--- config.mk ---
export PLATFORM = sky130hd
export DESIGN_NAME = crossbar_ctl_sequencer
export DESIGN_NICKNAME = d
export VERILOG_FILES = /design/src/rtl/crossbar_pkg.sv /design/src/rtl/crossbar_ctl_table.sv /design/src/rtl/crossbar_ctl_sequencer.sv
export SDC_FILE = /design/constraint.sdc
export NUM_CORES = 1
export LEC_CHECK = 0
export BUFFER_PORTS_ARGS = -buffer_cell sky130_fd_sc_hd__buf_2
export CELL_PAD_IN_SITES_DETAIL_PLACEMENT = 1
export CELL_PAD_IN_SITES_GLOBAL_PLACEMENT = 1
export CORE_MARGIN = 2
export CORE_UTILIZATION = 45
export CTS_CLUSTER_DIAMETER = 50
export DETAILED_ROUTE_END_ITERATION = 6
export HOLD_SLACK_MARGIN = 0.1
export PLACE_DENSITY = 0.86
export SLEW_MARGIN = 30
export SYNTH_ARGS = -nofsm -noshare
export SYNTH_HDL_FRONTEND = slang
export SYNTH_SLANG_ARGS = --single-unit
export TNS_END_PERCENT = 50
--- constraint.sdc ---
create_clock -name clk -period 2.8 [get_ports clk]
set_clock_uncertainty 0.1 [all_clocks]
set_input_delay 0.7 -clock clk [delete_from_list [all_inputs] [get_ports clk]]
set_output_delay 0.7 -clock clk [all_outputs]
set_load 0.005 [all_outputs]
--- src/rtl/crossbar_pkg.sv ---
// Shared constants and state type for the 4x4 4-bit crossbar and its control sequencer.
package crossbar_pkg;

    localparam int unsigned CTL_W       = 5;
    localparam int unsigned DATA_W      = 4;
    localparam int unsigned DEF_DEPTH   = 4;
    localparam int unsigned DEF_DWELL_W = 4;

    typedef enum logic {
        IDLE,
        RUN
    } seq_state_e;

endpackage

--- src/rtl/crossbar_ctl_table.sv ---
// Programmable table of crossbar control words and dwell counts.
// One synchronous write port, one combinational read port; cleared on reset.
module crossbar_ctl_table #(
    parameter int unsigned DEPTH   = 4,
    parameter int unsigned CTL_W   = 5,
    parameter int unsigned DWELL_W = 4,
    localparam int unsigned IDX_W  = $clog2(DEPTH)
) (
    input  logic               clk,
    input  logic               rst_n,
    input  logic               wr_en,
    input  logic [IDX_W-1:0]   wr_addr,
    input  logic [CTL_W-1:0]   wr_ctl,
    input  logic [DWELL_W-1:0] wr_dwell,
    input  logic [IDX_W-1:0]   rd_addr,
    output logic [CTL_W-1:0]   rd_ctl,
    output logic [DWELL_W-1:0] rd_dwell
);

    logic [CTL_W-1:0]   ctl_q   [DEPTH];
    logic [DWELL_W-1:0] dwell_q [DEPTH];

    always_ff @(posedge clk or negedge rst_n) begin
        if (!rst_n) begin
            for (int i = 0; i < int'(DEPTH); i++) begin
                ctl_q[i]   <= '0;
                dwell_q[i] <= '0;
            end
        end else if (wr_en) begin
            ctl_q[wr_addr]   <= wr_ctl;
            dwell_q[wr_addr] <= wr_dwell;
        end
    end

    // Reads see pre-edge contents, so a same-edge write lands on the next visit.
    assign rd_ctl   = ctl_q[rd_addr];
    assign rd_dwell = dwell_q[rd_addr];

endmodule

--- src/rtl/crossbar_ctl_sequencer.sv ---
// Steps through the control table, holding each entry for dwell+1 cycles and
// driving the crossbar control word from a register; single-pass or looping.
module crossbar_ctl_sequencer
    import crossbar_pkg::*;
#(
    parameter int unsigned DEPTH   = crossbar_pkg::DEF_DEPTH,
    parameter int unsigned CTL_W   = crossbar_pkg::CTL_W,
    parameter int unsigned DWELL_W = crossbar_pkg::DEF_DWELL_W,
    localparam int unsigned IDX_W  = $clog2(DEPTH)
) (
    input  logic               clk,
    input  logic               rst_n,
    input  logic               wr_en,
    input  logic [IDX_W-1:0]   wr_addr,
    input  logic [CTL_W-1:0]   wr_ctl,
    input  logic [DWELL_W-1:0] wr_dwell,
    input  logic               start,
    input  logic               stop,
    input  logic               loop,
    output logic [CTL_W-1:0]   control,
    output logic               active,
    output logic [IDX_W-1:0]   idx,
    output logic               wrap,
    output logic               done
);

    localparam logic [IDX_W-1:0] LAST_IDX = IDX_W'(DEPTH - 1);

    seq_state_e         state_q;
    logic [CTL_W-1:0]   control_q;
    logic               active_q;
    logic [IDX_W-1:0]   idx_q;
    logic               wrap_q;
    logic               done_q;
    logic [DWELL_W-1:0] cnt_q;

    logic [IDX_W-1:0]   rd_addr;
    logic [CTL_W-1:0]   rd_ctl;
    logic [DWELL_W-1:0] rd_dwell;

    crossbar_ctl_table #(
        .DEPTH   (DEPTH),
        .CTL_W   (CTL_W),
        .DWELL_W (DWELL_W)
    ) u_table (
        .clk      (clk),
        .rst_n    (rst_n),
        .wr_en    (wr_en),
        .wr_addr  (wr_addr),
        .wr_ctl   (wr_ctl),
        .wr_dwell (wr_dwell),
        .rd_addr  (rd_addr),
        .rd_ctl   (rd_ctl),
        .rd_dwell (rd_dwell)
    );

    // Address of the entry loaded on the coming edge: next entry when advancing, else entry 0.
    always_comb begin
        rd_addr = '0;
        if (state_q == RUN && cnt_q == '0 && idx_q != LAST_IDX) begin
            rd_addr = idx_q + 1'b1;
        end
    end

    always_ff @(posedge clk or negedge rst_n) begin
        if (!rst_n) begin
            state_q   <= IDLE;
            control_q <= '0;
            active_q  <= 1'b0;
            idx_q     <= '0;
            wrap_q    <= 1'b0;
            done_q    <= 1'b0;
            cnt_q     <= '0;
        end else begin
            wrap_q <= 1'b0;
            done_q <= 1'b0;
            unique case (state_q)
                IDLE: begin
                    if (start && !stop) begin
                        state_q   <= RUN;
                        active_q  <= 1'b1;
                        idx_q     <= '0;
                        control_q <= rd_ctl;
                        cnt_q     <= rd_dwell;
                    end
                end
                RUN: begin
                    if (stop) begin
                        state_q   <= IDLE;
                        active_q  <= 1'b0;
                        idx_q     <= '0;
                        control_q <= '0;
                        cnt_q     <= '0;
                    end else if (cnt_q != '0) begin
                        cnt_q <= cnt_q - 1'b1;
                    end else if (idx_q != LAST_IDX) begin
                        idx_q     <= rd_addr;
                        control_q <= rd_ctl;
                        cnt_q     <= rd_dwell;
                    end else begin
                        wrap_q <= 1'b1;
                        idx_q  <= '0;
                        if (loop) begin
                            control_q <= rd_ctl;
                            cnt_q     <= rd_dwell;
                        end else begin
                            state_q   <= IDLE;
                            active_q  <= 1'b0;
                            control_q <= '0;
                            cnt_q     <= '0;
                            done_q    <= 1'b1;
                        end
                    end
                end
                default: state_q <= IDLE;
            endcase
        end
    end

    assign control = control_q;
    assign active  = active_q;
    assign idx     = idx_q;
    assign wrap    = wrap_q;
    assign done    = done_q;

endmodule

## Yosys cells after proc, flatten, opt, wreduce, memory -nomap -nowiden

Cells that the tools add are included.

- Flip-flop bits (word level): 51
- Memories: 0
- Bits in latches: 0
- Bits in writable memories: 0
- Bits in read-only memories: 0

- Shift-type cells: 0
- Bitwise logic cells: 3
- $mul: 0
- Equality and inequality tests: 5
- Add/subtract/negate cells: 2
- Reduce and logical (&&, ||, !) cells: 9
- Multiplexer cells: 51
- $lt $le $gt $ge: 3
- Divide/modulo/power cells: 0

Operator list:

| operator | number |
|---|---|
| $mux W5 | 8 |
| $mux W4 | 8 |
| $bwmux W20 | 1 |
| $mux W1 | 19 |
| $bwmux W16 | 1 |
| $bmux W5 S2 | 1 |
| $demux W5 S2 | 1 |
| $mux W2 | 5 |
| $pmux W5 S2 | 1 |
| $ne A3 B3 Y1 const B | 3 |
| $bmux W4 S2 | 1 |
| $demux W4 S2 | 1 |
| $pmux W4 S2 | 1 |
| $ge A3 B3 Y1 const B | 2 |
| $not A2 Y3 | 2 |
| $logic_and A1 B1 Y1 | 4 |
| $logic_not A4 Y1 | 1 |
| $ne A2 B2 Y1 const B | 2 |
| $pmux W1 S2 | 2 |
| $pmux W2 S2 | 1 |
| $reduce_and A4 Y1 | 1 |
| $reduce_bool A4 Y1 | 1 |
| $sub A4 B1 Y4 const B | 1 |
| $lt A3 B1 Y1 const B | 1 |
| other kinds (4) | 4 |

## Logic depth before layout (Yosys ltp)

Gate-level depths: netlist of the first run.

- Depth in word-level cells: 13
- Gate-level depth with buffers: 7

## By module

Synthesis of the first run repeated with hierarchy kept, for this count alone.

- Cells, all modules: 176
- Area total of the unflattened synthesis: 2408.6 um^2

By module, submodules not included:

| module | area an instance (um^2) | cells each | sequential area each (um^2) | times used |
|---|---|---|---|---|
| crossbar_ctl_table | 1570.3 | 88 | 900.9 | 1 |
| crossbar_ctl_sequencer | 838.3 | 88 | 375.4 | 1 |

## Worst setup path after synthesis of the first run

No wires, ideal clock.

- Path kind: register -> register
- Start point: reg cnt_q[0]
- End point: reg cnt_q[0]
- Setup time: 73 ps
- Slack: 624 ps
- Required time: 2627 ps
- Buffers on the path: 1
- Arrival time: 2003 ps
- Cell stages (with the launch flop): 8
- Clock period less this slack: 2176 ps
- Path through: dfrtp_1 inv_1 ha_1 buf_6 or3b_4 or4_4 a221oi_2 a2bb2oi_2

- Word-level cells in the longest chain between the ends: 13

RTL lines:

| item | line | RTL |
|---|---|---|
| from (decl) | crossbar_ctl_sequencer.sv:35 | `logic [DWELL_W-1:0] cnt_q;` |
| from (signal assigned) | crossbar_ctl_sequencer.sv:84 | `cnt_q <= rd_dwell;` |
| from (signal assigned) | crossbar_ctl_sequencer.sv:95 | `cnt_q <= cnt_q - 1'b1;` |
| from (signal assigned) | crossbar_ctl_sequencer.sv:99 | `cnt_q <= rd_dwell;` |
| $logic_not A4 Y1 | crossbar_ctl_sequencer.sv:60 | `if (state_q == RUN && cnt_q == '0 && idx_q != LAST_IDX) begin` |
| $logic_and A1 B1 Y1 (2 in series) | crossbar_ctl_sequencer.sv:60 |  |
| $mux W2 | crossbar_ctl_sequencer.sv:60 |  |
| $not A2 Y3 (implied by the code) | crossbar_ctl_table.sv:37 | `assign rd_dwell = dwell_q[rd_addr];` |
| $bmux W4 S2 | crossbar_ctl_table.sv:37 |  |
| $mux W4 (implied by the code) (2 in series) | crossbar_ctl_table.sv:37 |  |
| $mux W4 | crossbar_ctl_sequencer.sv:103 | `if (loop) begin` |
| $mux W4 | crossbar_ctl_sequencer.sv:96 | `end else if (idx_q != LAST_IDX) begin` |
| $mux W4 | crossbar_ctl_sequencer.sv:94 | `end else if (cnt_q != '0) begin` |
| $mux W4 | crossbar_ctl_sequencer.sv:88 | `if (stop) begin` |
| $pmux W4 S2 * | crossbar_ctl_sequencer.sv:77 | `unique case (state_q)` |

Every way passes the cells marked *; elsewhere a longest branch is shown, timed or not. The select of a mux whose other input is x is not followed.
A chain may end at the register's enable or synchronous reset.

## Worst setup path after layout of the first run

Same ends and word-level chain as after synthesis.

==> summary.txt, run 1 <==
Die Area -> 0.00612 mm2
Commonest non-fill, non-tap cells in the layout -> dfrtp_1, mux2_2, buf_2
Cells on worst reg2reg path -> 6
Register area -> 0.00128 mm2
Yosys top cell by area -> dfrtp_1
CP Buf/Inv Count -> 1
Post-CTS sizing -> 0
CTS Buffer Depth -> 2
Routed vias -> 1714
Skew-Pair Late Insertion Delay -> 0.30 ns
# setup viols final -> 0
Combinational fraction of design power -> 24.3%
Post-Synth Adder-Cell Area -> 1.01%
Critical Path Source Type -> flip-flop
Die height -> 78.2 um
Fin crit share -> 86.2%
Number of buffers created by CTS -> 5
WS Path Type -> reg2reg
DP Wirelength -> 4.11 mm
Cell Pwr Density -> 684 mW/mm2
Multiplexer share of the synthesized area -> 22.3%
Xor-xnor portion of the synthesized cell area -> 0.353%
Cell area after layout -> 0.00283 mm2
Final Hold Viols -> 0
Vias in the first global route -> 1884
Routed WL -> 5.73 mm
DR vias/cell -> 5.66
Post-synthesis compound-gate area fraction -> 11.4%
GRT Overall Usage -> 19.9%
CP max stage cell -> or4_4
Overflow after GRT -> 0
Post-Synth Simple-Gate Area -> 10.9%
Synthesized area -> 0.00248 mm2
Nets -> 250
Crit. End Element -> flip-flop
TNS Setup -> 0 ns
Sw power -> 0.000550 W
Pre-Repair DR Iteration Count -> 4
CP cell instances -> inv_1, ha_1, or3b_4, or4_4, a221oi_2, a2bb2oi_2
Fraction of registers with async set/reset -> 100%
First-pass GRT wire length -> 9.32 mm
Prevailing post-synth register cell -> dfrtp_1
Flop2flop setup slack -> 0.39 ns
Outcome -> completed
Residual DRC -> 0
WL per Instance -> 18.9 um
Slew headroom -> 58.0%
Worst min path class -> in2async
Post-synth cell types -> 46
WP data arrival -> 2.55 ns
Worst-Margin Slew -> 0.631 ns
Area growth syn-to-layout -> 14.1%
Clock sink count -> 51
Lkg Pwr -> 1.27 nW
Initial antenna violation count -> 0
Diode count -> 0
Largest net degree at the start of global routing -> 29
Clock transition at the registers of the reported paths -> 0.09 ns
Post-synth EDFFs -> 0
Clk root buf -> clkbuf_8
Flops & latches, synth -> 51
Crit Path Max Fanout -> 9
Ratio of cells with drive above 1 in the final layout -> 39.4%
Cells after Synth -> 196
Largest family of logic cells by synthesized area -> multiplexers
Fillcell total -> 594
Syn_area_per_cell -> 12.7 um2
Synth warnings -> 0
Largest cells by area after synthesis -> dfrtp_1, mux2_2, mux2i_1
Placer congestion estimate -> 0.825
Max VDD drop -> 310 uV
CTS Hold Buffers Added -> 0
Clock network power share -> 25.3%
Delay-heaviest family, CP -> simple AND/OR/NAND/NOR gates
Flop pwr share -> 50.3%
Final worst path period need -> 2.41 ns
Top cell type's share of synthesized area -> 51.5%
Sequential element share of the synthesized area -> 51.5%
Die W -> 78.2 um
Row count -> 27
Number of I/O pins -> 27
Layout Cells excl Fill -> 303
Initial Util -> 45.9%
CTS tree -> yes
Commonest non-fill, non-tap cell in the layout -> dfrtp_1
Routed Antenna Nets -> 0
Placed insts -> 296
Stages on the worst setup path -> 6
Htree depth -> 2
Syn nets -> 215
PortBufs -> 26
RSZ-0062 raised after global routing -> no
Pins over their slew limit -> 0
Area of placed instances -> 0.00273 mm2
FMAX -> 414 MHz
MaxCap Viol Count -> 0
Crit path required time -> 2.93 ns
Core area -> 0.00541 mm2
Postcts setup bufs -> 0
Peak per-stage delay on the critical path -> 0.53 ns
Switching share of power -> 28.4%
Internal power -> 0.00139 W
Multi-input gate area -> 0.00114 mm2
Detailed Route Iter0 Violations -> 42
[worst paths after layout]
path / startpoint / to
worst max-delay path: cnt_q[0] / cnt_q[0]
worst min-delay path: rst_n / cnt_q[2]
worst max register to register: cnt_q[0] / cnt_q[0]
worst min register to register: u_table.ctl_q[12] / u_table.ctl_q[12]
max in group asynchronous: rst_n / u_table.ctl_q[7]
min in group clk: u_table.ctl_q[12] / u_table.ctl_q[12]
[registers in the layout, indices dropped and copies added (netlist names), 2 cells and up]
| name | cells |
|---|---|
| idx | 2 |
| u_table.ctl_q | 20 |
| control | 5 |
| u_table.dwell_q | 16 |
| cnt_q | 4 |
[routing by layer]
metal	part of all wire, %	track usage [%]	vias to the layer above
met1	43	24.0	875
li1	-	-	800
met5	0	0	-
met2	52	36.6	30
met4	1.4	5.44	0
met3	2.8	3.45	9
[Yosys cell counts, types with 3 or more instances]
cell / number
nor2_1: 5
nor2b_1: 6
buf_2: 3
a21o_1: 3
o21ai_0: 8
nand2b_1: 5
a31oi_1: 3
dfrtp_1: 51
mux2_2: 41
nor3_1: 3
mux2i_1: 9
a21oi_1: 5
inv_1: 4
a22oi_1: 5
clkbuf_1: 3
o22ai_1: 4
[worst register-to-register path, stage by stage, from the launching register on]
cell and delay [ns]:
dfrtp_1 0.41, inv_1 0.10, ha_1 0.34, or3b_4 0.46, or4_4 0.53, a221oi_2 0.26, a2bb2oi_2 0.14
[cells by family after synthesis]
family                   Yosys count
AO/OA/AOI/OAI                     40
multiplexers                      50
buffers and inverters             12
flip-flops                        51
AND/OR/NAND/NOR                   40
adder cells (fa/ha/maj)            2
XOR/XNOR                           1
[stage by stage]
step / util (%) / setup slack (ns) / hold WS [ns] / total power [W]
after global routing: 52.3 / 0.290 / 0.354 / 0.00203
after global placement: 50.4 / 0.458 / 0.383 / 0.00142
after detailed placement: 50.4 / 0.455 / 0.390 / 0.00146
final: 52.3 / 0.386 / 0.309 / 0.00194
after floorplan: - / 0.624 / 0.304 / 0.00131
after CTS: 52.3 / 0.406 / 0.325 / 0.00195
[power groups by stage]
stage / logic [W] / registers [W] / clock network [W]
4_1_cts: 0.000475 / 0.000973 / 0.000504
3_5_place_dp: 0.000468 / 0.000988 / 0
6_report: 0.000471 / 0.000975 / 0.000491
3_3_place_gp: 0.000450 / 0.000974 / 0
5_1_grt: 0.000517 / 0.000992 / 0.000525
2_1_floorplan: 0.000357 / 0.000948 / 0
[area by class of cell]
type | instances | area share [%]
clock buffer | 6 | 2.57
clock inverter | 1 | 1.06
inverter | 4 | 0.531
multi-input combinational | 133 | 40.3
sequential | 51 | 45.1
tap | 72 | 3.18
timing repair buffer | 36 | 7.25
(Power assumes the default switching activity.)
==> inputs of run 2 (changes only) <==
--- a/config.mk
+++ b/config.mk
@@ -8,9 +8,9 @@
 export BUFFER_PORTS_ARGS = -buffer_cell sky130_fd_sc_hd__buf_2
 export CELL_PAD_IN_SITES_DETAIL_PLACEMENT = 1
 export CELL_PAD_IN_SITES_GLOBAL_PLACEMENT = 1
+export CORE_ASPECT_RATIO = 1.75
 export CORE_MARGIN = 2
 export CORE_UTILIZATION = 45
-export CTS_CLUSTER_DIAMETER = 50
 export DETAILED_ROUTE_END_ITERATION = 6
 export HOLD_SLACK_MARGIN = 0.1
 export PLACE_DENSITY = 0.86
==> constraint.sdc (replaced) <==
create_clock -name clk -period 2.92 [get_ports clk]
set_clock_uncertainty 0.1 [all_clocks]
set_input_delay 0.73 -clock clk [delete_from_list [all_inputs] [get_ports clk]]
set_output_delay 0.73 -clock clk [all_outputs]
set_load 0.005 [all_outputs]
==> run 2 against run 1 <==
Final area shrank 0.80%. Worst hold slack gained 0.095 ns. Wire length grew 5.6%. First-iteration DRC count grew 98%. Clock power shrank 8.6%. Via count grew 2.3%. Critical path depth is the same. Non-clock buffer count shrank 3. Sequential share of layout area grew 0.36 points.
==> summary.txt, run 2 (synthesis gave the netlist of run 1 again) <==
Outcome -> completed
Detailed Route Iter0 Violations -> 83 (+98%)
Clk root buf -> clkbuf_8
Vias in the first global route -> 1882 (-0.11%)
Final Hold Viols -> 0 (unchanged)
Die height -> 102 um (+31%)
Commonest non-fill, non-tap cell in the layout -> dfrtp_1
Overflow after GRT -> 0 (unchanged)
Placer congestion estimate -> 0.857 (+3.9%)
Multi-input gate area -> 0.00114 mm2 (unchanged)
Die Area -> 0.00614 mm2 (+0.38%)
# setup viols final -> 0 (unchanged)
Most flops, register -> u_table.ctl_q
WL per Instance -> 20.0 um (+5.6%)
DR vias/cell -> 5.79 (+2.3%)
Routed vias -> 1753 (+2.3%)
R2R Path Start -> cnt_q[0]
CTS Buffer Depth -> 2 (unchanged)
Pins over their slew limit -> 0 (unchanged)
DP Wirelength -> 4.10 mm (-0.24%)
Max FFs per register -> 20 (unchanged)
Nets -> 247 (-1.2%)
WS Path Type -> reg2reg
MaxCap Viol Count -> 0 (unchanged)
Overall power -> 0.00185 W (-4.7%)
Critical Path Source Type -> flip-flop
Largest net degree at the start of global routing -> 52 (+79%)
Initial antenna violation count -> 0 (unchanged)
Die W -> 60.1 um (-23%)
Row count -> 35 (+30%)
Clock transition at the registers of the reported paths -> 0.10 ns (about the same)
Htree depth -> 2 (unchanged)
Number of I/O pins -> 27 (unchanged)
Number of buffers created by CTS -> 5 (unchanged)
Post-CTS sizing -> 0 (unchanged)
Pre-Repair DR Iteration Count -> 4 (unchanged)
Fillcell total -> 561 (-5.6%)
First-pass GRT wire length -> 9.99 mm (+7.2%)
Max VDD drop -> 380 uV (+23%)
Crit path required time -> 3.02 ns (+0.09 ns)
Routed WL -> 6.06 mm (+5.6%)
Crit. Startpoint -> cnt_q[0]
Worst min path class -> in2async
Slew headroom -> 57.9% (-0.080 points)
Residual DRC -> 0 (unchanged)
CTS Hold Buffers Added -> 0 (unchanged)
Initial Util -> 46.8% (+0.92 points)
Cell Pwr Density -> 658 mW/mm2 (-3.9%)
Worst-Margin Slew -> 0.632 ns (+0.00121 ns)
Diode count -> 0 (unchanged)
Crit Path Max Fanout -> 9 (unchanged)
Routed Antenna Nets -> 0 (unchanged)
Register area -> 0.00128 mm2 (unchanged)
FMAX -> 403 MHz (-2.6%)
Clock sink count -> 51 (unchanged)
Postcts setup bufs -> 0 (unchanged)
Lkg Pwr -> 1.25 nW (-1.1%)
TNS Setup -> 0 ns (unchanged)
Commonest non-fill, non-tap cells in the layout -> dfrtp_1, mux2_2, buf_2
PortBufs -> 26 (unchanged)
GRT Overall Usage -> 22.6% (+2.6 points)
CTS tree -> yes
Crit. End Element -> flip-flop
Area growth syn-to-layout -> 13.2%
Final worst path period need -> 2.48 ns (+0.0645 ns)
Ratio of cells with drive above 1 in the final layout -> 38.9% (-0.53 points)
Fin crit share -> 84.9% (-1.3 points)
Core area -> 0.00530 mm2 (-2.0%)
Skew-Pair Late Insertion Delay -> 0.31 ns (about the same)
RSZ-0062 raised after global routing -> no
WP data arrival -> 2.58 ns (+0.03 ns)
-- run 2: path summary, 6_finish.rpt --
kind	end	slack, ns	depth (start not counted)
min reg2reg	u_table.ctl_q[5]	0.41	1
max reg2reg	cnt_q[1]	0.44	6
max in group asynchronous	u_table.dwell_q[13]	1.87	2
max	cnt_q[1]	0.44	6
min	done	0.40	2
min in group clk	u_table.ctl_q[5]	0.41	1
-- run 2: per-layer routing --
layer  global-route usage (%)  wire, um
met1                     27.2      2430
met2                     39.1      3310
met3                     3.16       165
met4                     9.91       157
met5                        0         0
-- run 2: through the flow --
step                setup WS [ns]  hold WS, ns  cell area, um2  utilization (%)  instances
global placement            0.579        0.382            2710             51.1        295
CTS                         0.446        0.415            2810             53.0        303
finish                      0.442        0.404            2810             53.0        303
floorplan                   0.744        0.334            2480                -        196
global route                0.366        0.429            2810             53.0        303
detailed placement          0.541        0.393            2710             51.1        295
-- run 2: final cells by class --
cell class	instances	area share (%)
Multi-Input combinational cell	133	40.6
Timing Repair Buffer	33	6.51
Clock buffer	8	3.57
Inverter	4	0.535
Sequential cell	51	45.5
Tap cell	74	3.30
-- run 2: worst max-delay path: stages, from the launching register on --
cell and delay, ns:
dfrtp_1 0.42, inv_1 0.11, ha_1 0.34, or3b_4 0.46, or3_1 0.37, a221o_1 0.32
o31ai_1 0.27
-- run 2: where the power goes --
part           total [W]  internal (W)  switching, W
clock network   0.000449      0.000217      0.000233
logic           0.000459      0.000239      0.000220
registers       0.000937      0.000837      0.000100
==> inputs of run 3 (changes only) <==
==> constraint.sdc (replaced) <==
create_clock -name clk -period 2.5 [get_ports clk]
set_clock_uncertainty 0.1 [all_clocks]
set_input_delay 0.625 -clock clk [delete_from_list [all_inputs] [get_ports clk]]
set_output_delay 0.625 -clock clk [all_outputs]
set_load 0.005 [all_outputs]
==> run 3 against run 2 <==
Non-clock buffer count increased by 3. Combinational power grew 19%. Critical path depth did not move. Clock power up 33%. Sequential cell count unchanged. Sequential power rose by 17%. Worst setup slack got worse by 0.24 ns. Largest power group unchanged. Register-to-register slack lost 0.24 ns.
==> summary.txt, run 3 (synthesis gave the netlist of run 1 again) <==
Max VDD drop -> 490 uV (+29%)
Switching share of power -> 28.8% (-1.1 points)
Post-CTS sizing -> 0 (unchanged)
Flop2flop setup slack -> 0.20 ns (-0.24 ns)
TNS Setup -> 0 ns (unchanged)
Skew-Pair Late Insertion Delay -> 0.31 ns (about the same)
Peak per-stage delay on the critical path -> 0.52 ns (+0.06 ns)
Postcts setup bufs -> 0 (unchanged)
Largest net degree at the start of global routing -> 52 (unchanged)
Final worst path period need -> 2.30 ns (-0.180 ns)
Routed Antenna Nets -> 0 (unchanged)
Lkg Pwr -> 1.28 nW (+1.9%)
Diode count -> 0 (unchanged)
Clock network power share -> 26.7% (+2.3 points)
Max FFs per register -> 20 (unchanged)
Area of placed instances -> 0.00273 mm2 (+0.83%)
Die Area -> 0.00614 mm2 (unchanged)
Most flops, register -> u_table.ctl_q
Slew headroom -> 57.7% (-0.15 points)
GRT Overall Usage -> 22.2% (-0.37 points)
DP Wirelength -> 4.29 mm (+4.8%)
Internal power -> 0.00160 W (+23%)
WP data arrival -> 2.44 ns (-0.14 ns)
First-pass GRT wire length -> 9.96 mm (-0.28%)
Clk root buf -> clkbuf_8
Pre-Repair DR Iteration Count -> 4 (unchanged)
Clock sink count -> 51 (unchanged)
Overflow after GRT -> 0 (unchanged)
Die W -> 60.1 um (unchanged)
Met1 GRT Util -> 22.7% (-4.5 points)
Commonest non-fill, non-tap cell in the layout -> dfrtp_1
Cell Pwr Density -> 788 mW/mm2 (+20%)
Number of I/O pins -> 27 (unchanged)
Crit. End Element -> flip-flop
Met3 Track Usage GR -> 4.94% (+1.8 points)
Sw power -> 0.000647 W (+17%)
Final Hold Viols -> 0 (unchanged)
Row count -> 35 (unchanged)
Commonest non-fill, non-tap cells in the layout -> dfrtp_1, mux2_2, buf_2
Die height -> 102 um (unchanged)
Residual DRC -> 0 (unchanged)
Routed vias -> 1777 (+1.4%)
Crit Path Max Fanout -> 4 (-5)
FMAX -> 435 MHz (+7.8%)
WL per Instance -> 19.7 um (-1.5%)
RSZ-0062 raised after global routing -> no
Detailed Route Iter0 Violations -> 63 (-24%)
Fin crit share -> 91.9% (+7.1 points)
Worst min path class -> in2async
Number of buffers created by CTS -> 5 (unchanged)
Crit path required time -> 2.64 ns (-0.38 ns)
CP max stage cell -> or4_4
Vias in the first global route -> 2054 (+9.1%)
Ratio of cells with drive above 1 in the final layout -> 40.1% (+1.2 points)
Htree depth -> 2 (unchanged)
Initial Util -> 46.8% (unchanged)
Flop pwr share -> 48.9% (-1.9 points)
MaxCap Viol Count -> 0 (unchanged)
Routed WL -> 6.02 mm (-0.53%)
Initial antenna violation count -> 0 (unchanged)
PortBufs -> 26 (unchanged)
Combinational fraction of design power -> 24.4% (-0.5 points)
Pins over their slew limit -> 0 (unchanged)
CTS Buffer Depth -> 2 (unchanged)
WS Path Type -> reg2reg
Placer congestion estimate -> 0.905 (+5.5%)
Gr busiest metal -> met2
Clock transition at the registers of the reported paths -> 0.10 ns (about the same)
Cell area after layout -> 0.00285 mm2 (+1.4%)
Worst-Margin Slew -> 0.634 ns (+0.00218 ns)
Core area -> 0.00530 mm2 (unchanged)
Area growth syn-to-layout -> 14.8%
Nets -> 250 (+1.2%)
Outcome -> completed
CTS tree -> yes
DR vias/cell -> 5.81 (+0.38%)
# setup viols final -> 0 (unchanged)
CP cell instances -> inv_1, ha_1, or3b_4, or4_4, a221oi_2, a2bb2oi_2
CTS Hold Buffers Added -> 0 (unchanged)
Critical Path Source Type -> flip-flop
Met2 Usage GRT -> 40.7% (+1.6 points)
==> run 3: final cells by class <==
cell class / instances / area (um2)
flip-flops and latches: 51 / 1280
inverters: 4 / 15.0
multi-input cells: 133 / 1140
clock inverters: 2 / 35.0
repair buffers: 36 / 205
clock buffers: 6 / 82.6
fillers: 573 / 2450
well taps: 74 / 92.6
==> run 3: routing by layer <==
metal | vias up | share of wire [%]
met5 | - | 0
met4 | 0 | 3.6
met3 | 22 | 3.1
met2 | 39 | 57
met1 | 911 | 37
li1 | 805 | -
==> run 3: final timing paths <==
check                                  from                end  depth (start not counted)
hold / removal                        rst_n               done                          2
setup reg to reg                   cnt_q[0]           cnt_q[0]                          6
max in group asynchronous             rst_n  u_table.ctl_q[14]                          2
min in group clk                       loop               done                          2
setup / recovery                   cnt_q[0]           cnt_q[0]                          6
hold reg to reg            u_table.ctl_q[2]   u_table.ctl_q[2]                          1
==> run 3: critical path, delay by kind of cell, from the launching register on <==
family	cells	cell delay, ns
buffers and inverters	1	0.10
adder cells (fa/ha/maj)	1	0.21
AND/OR/NAND/NOR	2	0.94
flip-flops	1	0.42
AO/OA/AOI/OAI	2	0.47
==> run 3: metrics by stage <==
step           std cells  hold slack (ns)  setup WS (ns)  utilization [%]  total power [W]
2_1_floorplan        196            0.229          0.324                -          0.00146
3_3_place_gp         298            0.382          0.309             51.5          0.00161
3_5_place_dp         298            0.389          0.247             51.5          0.00165
4_1_cts              306            0.338          0.227             53.7          0.00226
5_1_grt              306            0.348          0.107             53.7          0.00236
6_report             306            0.302          0.202             53.7          0.00224
==> run 3: power groups by stage <==
stage | Clock, W | Combinational (W) | Sequential, W
after floorplan | 0 | 0.000400 | 0.00106
after global placement | 0 | 0.000520 | 0.00109
after detailed placement | 0 | 0.000544 | 0.00111
after CTS | 0.000611 | 0.000551 | 0.00109
after global routing | 0.000645 | 0.000597 | 0.00112
final | 0.000599 | 0.000546 | 0.00110
